[config.mk]
export PLATFORM = sky130hd
export DESIGN_NAME = operand_fetch_stage
export DESIGN_NICKNAME = d
export VERILOG_FILES = /design/src/rtl/rf_pkg.sv /design/src/rtl/operand_scoreboard.sv /design/src/rtl/operand_fetch_stage.sv
export SDC_FILE = /design/constraint.sdc
export NUM_CORES = 1
export LEC_CHECK = 0
export BUFFER_PORTS_ARGS = -buffer_cell sky130_fd_sc_hd__buf_4
export CAP_MARGIN = 20
export CELL_PAD_IN_SITES_DETAIL_PLACEMENT = 0
export CELL_PAD_IN_SITES_GLOBAL_PLACEMENT = 1
export CORE_ASPECT_RATIO = 1.25
export CORE_UTILIZATION = 23
export CTS_CLUSTER_SIZE = 24
export DETAILED_ROUTE_END_ITERATION = 8
export PLACE_DENSITY = 0.6
export RECOVER_POWER = 25
export SLEW_MARGIN = 20
export SYNTH_ARGS = -nofsm -noshare
export SYNTH_HDL_FRONTEND = slang
export SYNTH_SLANG_ARGS = --single-unit
[constraint.sdc]
create_clock -name clk -period 2.1 [get_ports clk]
set_input_delay 0.21 -clock clk [delete_from_list [all_inputs] [get_ports clk]]
set_output_delay 0.21 -clock clk [all_outputs]
set_load 0.01 [all_outputs]
[src/rtl/rf_pkg.sv]
// Shared register-file sizing constants and types for the operand fetch stage.
package rf_pkg;

  localparam int DATA_WIDTH = 32;
  localparam int NUM_REGS   = 32;
  localparam int ADDR_WIDTH = $clog2(NUM_REGS);

  typedef logic [ADDR_WIDTH-1:0] reg_addr_t;
  typedef logic [DATA_WIDTH-1:0] reg_data_t;

endpackage

[src/rtl/operand_scoreboard.sv]
// Per-register busy tracking: set by an issuing writer, cleared by write-back,
// and the resulting RAW/WAW hazard flags for the instruction at decode.
module operand_scoreboard #(
  parameter int   NUM_REGS   = rf_pkg::NUM_REGS,
  parameter bit   ZERO_REG0  = 1'b1,
  localparam int  ADDR_WIDTH = $clog2(NUM_REGS)
) (
  input  logic                  clk,
  input  logic                  rst,
  input  logic                  set_en,
  input  logic [ADDR_WIDTH-1:0] set_rd,
  input  logic                  clr_en,
  input  logic [ADDR_WIDTH-1:0] clr_rd,
  input  logic [ADDR_WIDTH-1:0] rs1,
  input  logic [ADDR_WIDTH-1:0] rs2,
  input  logic [ADDR_WIDTH-1:0] rd,
  output logic [NUM_REGS-1:0]   busy,
  output logic                  haz_rs1,
  output logic                  haz_rs2,
  output logic                  haz_rd
);

  logic [NUM_REGS-1:0] busy_q;
  logic [NUM_REGS-1:0] busy_d;

  // A write-back landing this cycle already resolves the dependency.
  function automatic logic pending(input logic [ADDR_WIDTH-1:0] a);
    return busy_q[a] && !(clr_en && clr_rd == a) && !(ZERO_REG0 && a == '0);
  endfunction

  // NOTE: every variable assigned in always_comb gets a default first so no latch is inferred.
  always_comb begin
    busy_d = busy_q;
    for (int r = 0; r < NUM_REGS; r++) begin
      if (clr_en && clr_rd == ADDR_WIDTH'(r)) busy_d[r] = 1'b0;
      // Applied after the clear so a new writer wins over a retiring one.
      if (set_en && set_rd == ADDR_WIDTH'(r)) busy_d[r] = 1'b1;
    end
    if (ZERO_REG0) busy_d[0] = 1'b0;
  end

  // NOTE: sequential state uses non-blocking assignments only.
  always_ff @(posedge clk) begin
    if (rst) busy_q <= '0;
    else     busy_q <= busy_d;
  end

  assign busy    = busy_q;
  assign haz_rs1 = pending(rs1);
  assign haz_rs2 = pending(rs2);
  assign haz_rd  = pending(rd);

endmodule

[src/rtl/operand_fetch_stage.sv]
// Register-read stage between decode and execute: reads operands with write-back
// bypass, tracks in-flight writers, and registers the result toward execute.
module operand_fetch_stage #(
  parameter int  DATA_WIDTH = rf_pkg::DATA_WIDTH,
  parameter int  NUM_REGS   = rf_pkg::NUM_REGS,
  parameter int  CTRL_WIDTH = 8,
  parameter bit  ZERO_REG0  = 1'b1,
  localparam int ADDR_WIDTH = $clog2(NUM_REGS)
) (
  input  logic                  clk,
  input  logic                  rst,
  input  logic                  id_valid,
  output logic                  id_ready,
  input  logic [ADDR_WIDTH-1:0] id_rs1,
  input  logic [ADDR_WIDTH-1:0] id_rs2,
  input  logic [ADDR_WIDTH-1:0] id_rd,
  input  logic                  id_rd_we,
  input  logic [CTRL_WIDTH-1:0] id_ctrl,
  output logic [ADDR_WIDTH-1:0] rf_ra,
  output logic [ADDR_WIDTH-1:0] rf_rb,
  input  logic [DATA_WIDTH-1:0] rf_qa,
  input  logic [DATA_WIDTH-1:0] rf_qb,
  output logic [ADDR_WIDTH-1:0] rf_rd,
  output logic [DATA_WIDTH-1:0] rf_d,
  output logic                  rf_we,
  input  logic                  wb_valid,
  input  logic [ADDR_WIDTH-1:0] wb_rd,
  input  logic [DATA_WIDTH-1:0] wb_data,
  output logic                  ex_valid,
  input  logic                  ex_ready,
  output logic [DATA_WIDTH-1:0] ex_opa,
  output logic [DATA_WIDTH-1:0] ex_opb,
  output logic [ADDR_WIDTH-1:0] ex_rd,
  output logic                  ex_rd_we,
  output logic [CTRL_WIDTH-1:0] ex_ctrl,
  output logic [NUM_REGS-1:0]   sb_busy
);

  logic                  ex_valid_q, ex_valid_d;
  logic [DATA_WIDTH-1:0] ex_opa_q, ex_opa_d;
  logic [DATA_WIDTH-1:0] ex_opb_q, ex_opb_d;
  logic [ADDR_WIDTH-1:0] ex_rd_q, ex_rd_d;
  logic                  ex_rd_we_q, ex_rd_we_d;
  logic [CTRL_WIDTH-1:0] ex_ctrl_q, ex_ctrl_d;
  logic                  haz_rs1, haz_rs2, haz_rd;
  logic                  hazard, fire;

  assign rf_ra = id_rs1;
  assign rf_rb = id_rs2;
  assign rf_rd = wb_rd;
  assign rf_d  = wb_data;
  assign rf_we = wb_valid && !(ZERO_REG0 && wb_rd == '0);

  // Hard zero beats bypass, bypass beats the (not yet updated) regfile.
  function automatic logic [DATA_WIDTH-1:0] sel_operand(input logic [ADDR_WIDTH-1:0] rs,
                                                        input logic [DATA_WIDTH-1:0] q);
    if (ZERO_REG0 && rs == '0)      return '0;
    else if (wb_valid && wb_rd == rs) return wb_data;
    else                              return q;
  endfunction

  operand_scoreboard #(
    .NUM_REGS  (NUM_REGS),
    .ZERO_REG0 (ZERO_REG0)
  ) u_scoreboard (
    .clk     (clk),
    .rst     (rst),
    .set_en  (fire && id_rd_we),
    .set_rd  (id_rd),
    .clr_en  (wb_valid),
    .clr_rd  (wb_rd),
    .rs1     (id_rs1),
    .rs2     (id_rs2),
    .rd      (id_rd),
    .busy    (sb_busy),
    .haz_rs1 (haz_rs1),
    .haz_rs2 (haz_rs2),
    .haz_rd  (haz_rd)
  );

  assign hazard   = haz_rs1 || haz_rs2 || (id_rd_we && haz_rd);
  assign id_ready = !rst && !hazard && (!ex_valid_q || ex_ready);
  assign fire     = id_valid && id_ready;

  always_comb begin
    ex_valid_d = ex_valid_q;
    ex_opa_d   = ex_opa_q;
    ex_opb_d   = ex_opb_q;
    ex_rd_d    = ex_rd_q;
    ex_rd_we_d = ex_rd_we_q;
    ex_ctrl_d  = ex_ctrl_q;
    if (fire) begin
      ex_valid_d = 1'b1;
      ex_opa_d   = sel_operand(id_rs1, rf_qa);
      ex_opb_d   = sel_operand(id_rs2, rf_qb);
      ex_rd_d    = id_rd;
      ex_rd_we_d = id_rd_we;
      ex_ctrl_d  = id_ctrl;
    end else if (ex_ready) begin
      ex_valid_d = 1'b0;
    end
  end

  always_ff @(posedge clk) begin
    if (rst) begin
      ex_valid_q <= 1'b0;
      ex_opa_q   <= '0;
      ex_opb_q   <= '0;
      ex_rd_q    <= '0;
      ex_rd_we_q <= 1'b0;
      ex_ctrl_q  <= '0;
    end else begin
      ex_valid_q <= ex_valid_d;
      ex_opa_q   <= ex_opa_d;
      ex_opb_q   <= ex_opb_d;
      ex_rd_q    <= ex_rd_d;
      ex_rd_we_q <= ex_rd_we_d;
      ex_ctrl_q  <= ex_ctrl_d;
    end
  end

  assign ex_valid = ex_valid_q;
  assign ex_opa   = ex_opa_q;
  assign ex_opb   = ex_opb_q;
  assign ex_rd    = ex_rd_q;
  assign ex_rd_we = ex_rd_we_q;
  assign ex_ctrl  = ex_ctrl_q;

endmodule

======== Word level (Yosys, flattened, before mapping) ========
Cells that the tools add are included.
cells by class
  magnitude comparators ................... 3
  eq/ne operators ......................... 65
  multiplexer cells ....................... 74
  reductions and logical operators ........ 126
operator list
  operator                                                               number
  5-bit == test (second input constant)                                  32
  32-bit 2-to-1 mux                                                      4
  5-bit by 4-bit == test with 1-bit output (second input constant)       16
  1-bit logical AND                                                      77
  1-bit 2-to-1 mux                                                       67
  2-bit nonzero test                                                     32
  5-bit by 3-bit == test with 1-bit output (second input constant)       8
  5-bit by 2-bit == test with 1-bit output (second input constant)       4
  5-bit logical NOT                                                      4
  5-bit by 6-bit < comparator with 1-bit output (second input constant)  3
  1-bit binary-select mux with 5-bit select                              3
  5-bit == test                                                          3
  5-bit by 1-bit == test with 1-bit output (second input constant)       2
  1-bit logical NOT                                                      10
  1-bit logical OR                                                       3
word-level totals
  register bits ........................... 111
  output and inout bits ................... 160
  logic and storage cells ................. 306

======== Longest topological paths before layout ========
  word-level depth ........................ 14
  mapped depth ............................ 11
  mapped depth without buffers ............ 7

======== Hierarchy ========
A second synthesis with hierarchy kept.
second synthesis, totals
  cell total of the unflattened synthesis .. 669
  area, all modules ....................... 6158.4 um2
by module, submodules not included
  module               instances  cells an instance  area an instance (um2)
  operand_fetch_stage  1          398                3828.7
  operand_scoreboard   1          271                2329.7

======== Worst setup path before layout ========
OpenSTA, ideal clock, no wires.
  path kind ............................... input port to output port
  from .................................... input port id_rd[1]
  to ...................................... output port id_ready
  data arrival time ....................... 2.141 ns
  slack ................................... -0.251 ns
  stages on the path ...................... 9
  buffers on the path ..................... 3
  cells stage by stage .................... buf_2 mux2_2 a221oi_1 a2111oi_2 o211ai_2 o211ai_2 buf_2 buf_2 nor4_1
between the ends
  word-level cells in the longest chain between the ends .. 10
  elaborated cells on any way between the ends .. 14
  classes of those cells .................. 1 x eq/ne; 2 x mux; 11 x reduce/logical
ends and longest elaborated chain
  what                                                                                               line                       source
  start, declared                                                                                    operand_fetch_stage.sv:16  input logic [ADDR_WIDTH-1:0] id_rd,
  parallel branches: the longest is 4 deep, another holds 1-bit binary-select mux with 5-bit select  n/a
  1-bit logical AND (*)                                                                              operand_scoreboard.sv:28   return busy_q[a] && !(clr_en && clr_rd == a) && !(ZERO_REG0 && a == '0);
  1-bit logical AND (*)                                                                              operand_fetch_stage.sv:81  assign hazard = haz_rs1 || haz_rs2 || (id_rd_we && haz_rd);
  1-bit logical OR (*)                                                                               operand_fetch_stage.sv:81
  1-bit logical NOT (*)                                                                              operand_fetch_stage.sv:82  assign id_ready = !rst && !hazard && (!ex_valid_q || ex_ready);
  1-bit logical AND (*) (2 in a row)                                                                 operand_fetch_stage.sv:82
  end, declared                                                                                      operand_fetch_stage.sv:13  output logic id_ready,
Mark *: on every way between the ends. The select of a mux whose other input is x is not followed.

======== Worst setup path after layout ========
  from .................................... input port id_rs1[0]
  to ...................................... output port id_ready
between the ends
  word-level cells in the longest chain between the ends .. 10
  elaborated cells on any way between the ends .. 14
  classes of those cells .................. 1 x eq/ne; 2 x mux; 11 x reduce/logical
ends and longest elaborated chain
  what                                                                                               line                       source
  start, declared                                                                                    operand_fetch_stage.sv:14  input logic [ADDR_WIDTH-1:0] id_rs1,
  parallel branches: the longest is 4 deep, another holds 1-bit binary-select mux with 5-bit select  n/a
  1-bit logical AND (*)                                                                              operand_scoreboard.sv:28
  1-bit logical OR (*) (2 in a row)                                                                  operand_fetch_stage.sv:81
  1-bit logical NOT (*)                                                                              operand_fetch_stage.sv:82
  1-bit logical AND (*) (2 in a row)                                                                 operand_fetch_stage.sv:82
Marked as above.

==> results.md <==
- Setup repair after global routing could not meet its margin everywhere.
- The signal on the critical path passes through clkbuf_1 -> buf_12 -> mux4_2 -> mux2i_1 -> mux2i_1 -> nand3_1 -> buf_4 -> o211ai_4 -> nor4_4 -> buf_4.
- The post-synthesis xor/xnor area fraction is 0.0189.
- Synthesis instantiated 47 different standard cells from the library.
- Across all layers, the routed design uses 7544 vias.
- Of all flip-flops after synthesis, the portion carrying an async set or reset was 0.
- Setup violations remaining at the end of the flow were counted as 111.
- After synthesis, the largest family of logic cells by area is simple AND/OR/NAND/NOR gates.
- At the end of routability-driven placement, the weighted congestion stood at roughly 0.87.
- The worst stage delay on the critical path is 0.48 ns.
- The detailed-route DRC error count is 0.
- The core utilization of the finished layout is 0.404.
- The synthesis-to-finish area growth is 71.2%.
- The quantity of I/O buffers inserted on ports is 288.
- The worst hold path class is in2reg.
- The count of final max-slew check failures is 0.
- Together, buffers and inverters on the worst path number 4.
- Pin placement for this block handled 290 I/O pins.
- The count of antenna diodes in the layout is 0.
- The number of hold violations in the final report came to 0.
- The number of antenna violations at the first check in global routing is 0.
- The dominant synthesized flop cell is sky130_fd_sc_hd__dfxtp_1.
- Of the synthesized area, sequential elements account for 0.317.
- For this run, the post-layout net count is 1279.
- Of the total synthesized cell area, the portion taken by full adders, half adders and majority gates is 0.
- The post-synthesis cell area is 0.00694 sq mm.
- The die is 196 microns tall.
- The die covers 0.0309 sq mm.
- The total number of clock tree sinks is 110.
- Yosys printed 0 warnings.
- The worst clock skew on the final layout is 0.00889 ns.
- The first global-routing pass estimated 47800 microns of wire.
- The highest-delay cell along the critical path is sky130_fd_sc_hd__mux4_2.
- The via density per instance is 4.87.
- The flow ran to the end, but the final reports show violations.
- The floorplan row count is 70.
- The data required time of the critical path is 1.89 ns.
- The worst setup path is launched from an input port.
- The checks that failed: negative setup slack.
- The peak ir drop on the vdd network is 0.000398 V.
- The critical path is of the in2out type.
- In this run, post-CTS hold repair placed 0 buffers.
- The setup slack of the critical path after layout is -0.538 ns.
- The final total power is 5.95 mW.
- After filler insertion, the fill cell instance count of the layout stands at 3033.
- Once detail routing completed, the nets flagged for antenna violations numbered 0.
- The worst-case headroom to the max-slew limit is 0.392.
- The number of global-route vias before repair is 7590.
- The instance count of the mapped netlist is approximately 840.
- The die is between 150 and 200 microns wide.
- Synthesis produced a netlist with a net count of 966.
- In this run, the number of DRC markers left after iteration 0 of detailed routing was 408.
- The leftover overflow at the end of global routing is 0.
- In this run the worst path has a maximum fanout of 7.
- The area of the core region is 0.0294 sq mm.
- Wires add up to 32800 microns.
- The tightest hold margin is 0.0969 ns.
- The portion of netlist area occupied by mux cells is 0.127.
- Clock tree synthesis inserted a total of 9 buffers.
- The area fraction in and, or, nand and nor cells after synthesis is 0.223.
- Max-cap violations in this run came to 0.
- The number of levels the H-tree was split into is 3.
- TritonCTS built the clock tree.
- The clock slew seen by the registers of the worst setup and hold paths is 0.08 ns.
- The number of standard cells in the layout, taps in and fillers out is between 1500 and 2000.
- No sink is reached through more buffers than the 2 on the longest clock path.
- The actual slew at the worst max-slew pin is 0.909 ns.
- In the final layout, the share of cells above drive strength 1 is 0.528.
- Clock latency on the worst-skew pair, taken at its later pin, is approximately 0.37 ns.
- The initial core utilization is 0.236.
- STA classifies the critical path endpoint as a primary output.
- Averaged over all synthesized cells, the footprint is 8.30 sq um.
- The fraction of the cycle the final worst path needs is 1.26.
- Including well taps, the total number of placed cells is 1498.
- The cell family contributing the most delay on the critical path is buffers and inverters.
- For the final routed database, the setup TNS stands at -29.57 ns.
- The root cell of the clock tree is sky130_fd_sc_hd__clkbuf_16.
- The fraction of the mapped netlist area in compound gates is 0.200.
- Detailed placement finished with a half-perimeter wire length of 22800 microns.
- Yosys mapped a number of flops with a built-in enable equal to 0.
- The number of detailed-route iterations in the first pass is 5.
- The flip-flop and latch count after synthesis is 110.
- For this design the static power due to leakage is 4.69 nW.
- The minimum clock period after layout is 2.64 ns.
- The critical path arrival is 2.43 ns.
- After detailed routing, the average wire length per cell comes to roughly 21 microns.
- Power spread over the standard cell area amounts to approximately 500 mW/mm^2.
- For this run, the total global-route usage over all layers was measured as 0.210.
- The achievable clock frequency is roughly 380 MHz.
- The maximum number of pins on one net before global-route repair is 42.
[kinds of logic after synthesis]
family          Yosys count
simple gates            289
compound gates          225
buf+inv                 133
flops                   110
mux                      63
xor+xnor                 15
other cells               1
[sequential cells by signal (all words and copies together), names as in the netlist]
signal             cells
ex_rd_we               1
u_scoreboard.busy     31
ex_opb                32
ex_ctrl                8
ex_rd                  5
ex_opa                32
ex_valid               1
[repair_timing]
action,in CTS,in global routing
gates resized for setup,198,115
setup buffers,18,7
gates cloned,16,2
setup endpoints to repair,111,111
pin swaps,76,54
[worst paths after layout]
| path | startpoint | endpoint | slack [ns] | depth (start not counted) |
|---|---|---|---|---|
| worst max-delay path | id_rs1[0] | id_ready | -0.54 | 10 |
| worst min-delay path | id_ctrl[7] | ex_ctrl[7] | 0.1 | 3 |
| worst max register to register | u_scoreboard.busy[7] | u_scoreboard.busy[15] | -0.35 | 11 |
| worst min register to register | ex_ctrl[1] | ex_ctrl[1] | 0.46 | 2 |
[power by group]
group          switching [mW]  internal [mW]
Sequential             0.0534           2.16
Combinational           0.883          0.788
Clock                   0.870           1.20
Total                    1.81           4.14
[tightest hold or removal path: cells and delay by family]
family,cells,cell delay [ns]
AOI/OAI and AO/OA,1,0.04
buffers and inverters,1,0.11
and+or+nand+nor,1,0.07
[stage by stage]
stage               setup WS, ns  area, sq um
floorplan                -0.0239         6980
global placement          -0.222         9800
detailed placement        -0.258         9800
CTS                       -0.542        11400
global route              -0.646        11900
finish                    -0.538        11900
[placed cells by master (no fill, tap or decap), types with 4 or more instances in the layout]
| cell type | count |
|---|---|
| sky130_fd_sc_hd__buf_4 | 346 |
| sky130_fd_sc_hd__dfxtp_1 | 95 |
| sky130_fd_sc_hd__nand2_1 | 82 |
| sky130_fd_sc_hd__o21ai_2 | 70 |
| sky130_fd_sc_hd__nor2b_1 | 61 |
| sky130_fd_sc_hd__nand3_1 | 52 |
| sky130_fd_sc_hd__a21oi_1 | 42 |
| sky130_fd_sc_hd__o31ai_4 | 41 |
| sky130_fd_sc_hd__mux2i_1 | 40 |
| sky130_fd_sc_hd__clkbuf_1 | 39 |
| sky130_fd_sc_hd__nand2b_1 | 35 |
| sky130_fd_sc_hd__buf_12 | 20 |
| sky130_fd_sc_hd__mux4_2 | 18 |
| sky130_fd_sc_hd__nand3b_1 | 18 |
| sky130_fd_sc_hd__o21ai_0 | 16 |
| sky130_fd_sc_hd__o31ai_2 | 15 |
| sky130_fd_sc_hd__buf_16 | 14 |
| sky130_fd_sc_hd__xor2_1 | 12 |
| sky130_fd_sc_hd__clkbuf_16 | 11 |
| sky130_fd_sc_hd__dfxtp_2 | 9 |
| sky130_fd_sc_hd__o31ai_1 | 8 |
| sky130_fd_sc_hd__o21ai_4 | 8 |
| sky130_fd_sc_hd__nor2_1 | 7 |
| sky130_fd_sc_hd__buf_6 | 7 |
| sky130_fd_sc_hd__nand3_2 | 6 |
| sky130_fd_sc_hd__a21oi_2 | 6 |
| sky130_fd_sc_hd__dfxtp_4 | 6 |
| sky130_fd_sc_hd__nor4_1 | 5 |
| sky130_fd_sc_hd__mux2_2 | 4 |
| sky130_fd_sc_hd__nor3_1 | 4 |
| sky130_fd_sc_hd__inv_1 | 4 |
[Yosys cell counts (2+ instances only)]
cell type                  instances  area share
sky130_fd_sc_hd__nand4b_1          3      0.0038
sky130_fd_sc_hd__nand3_1          59       0.043
sky130_fd_sc_hd__mux2_2            4      0.0065
sky130_fd_sc_hd__clkbuf_1         37       0.020
sky130_fd_sc_hd__a21oi_1          49       0.035
sky130_fd_sc_hd__o31ai_1          64       0.069
sky130_fd_sc_hd__buf_6             7       0.011
sky130_fd_sc_hd__xnor2_1           3      0.0038
sky130_fd_sc_hd__o211ai_2          2      0.0036
sky130_fd_sc_hd__nand2_1          82       0.044
sky130_fd_sc_hd__nor2b_1          61       0.055
sky130_fd_sc_hd__inv_1             4      0.0022
sky130_fd_sc_hd__or3_1             3      0.0027
sky130_fd_sc_hd__nor4_1            6      0.0054
sky130_fd_sc_hd__o21ai_1          42       0.030
sky130_fd_sc_hd__clkbuf_2          5      0.0036
sky130_fd_sc_hd__or2_2             2      0.0018
sky130_fd_sc_hd__mux4_2           17       0.055
sky130_fd_sc_hd__nor2_1            8      0.0043
sky130_fd_sc_hd__nor3b_1           3      0.0032
sky130_fd_sc_hd__o21ai_0          52       0.037
sky130_fd_sc_hd__a31oi_1           3      0.0027
sky130_fd_sc_hd__a211oi_1          2      0.0022
sky130_fd_sc_hd__a221oi_1          3      0.0038
sky130_fd_sc_hd__nand2b_1         35       0.032
sky130_fd_sc_hd__a21o_1            2      0.0022
sky130_fd_sc_hd__nand3b_1         18       0.019
sky130_fd_sc_hd__xor2_1           12       0.015
sky130_fd_sc_hd__buf_4            52       0.056
sky130_fd_sc_hd__nor3_1            4      0.0029
sky130_fd_sc_hd__mux2i_1          40       0.058
sky130_fd_sc_hd__mux4_1            2      0.0076
sky130_fd_sc_hd__buf_2            26       0.019
sky130_fd_sc_hd__dfxtp_1         110        0.32
sky130_fd_sc_hd__and3_1            2      0.0018
[metal layers]
metal  vias to the layer above  share of wire  global-route usage
met1                      3609           0.39               0.247
met5                         -              0                   0
li1                       3590              -                   -
met3                        53          0.060              0.0364
met2                       292           0.51               0.369
met4                         0          0.034              0.0935
[final cells by class]
type,count,area [sq um],share of cell area
multi-input cells,593,5090,0.428
repair buffers,431,3700,0.312
flip-flops and latches,110,2240,0.188
well taps,396,495,0.0417
clock buffers,10,239,0.0201
clock inverters,5,106,0.00895
inverters,4,15.0,0.00126
Note: power is estimated with default switching activity, not from simulation.
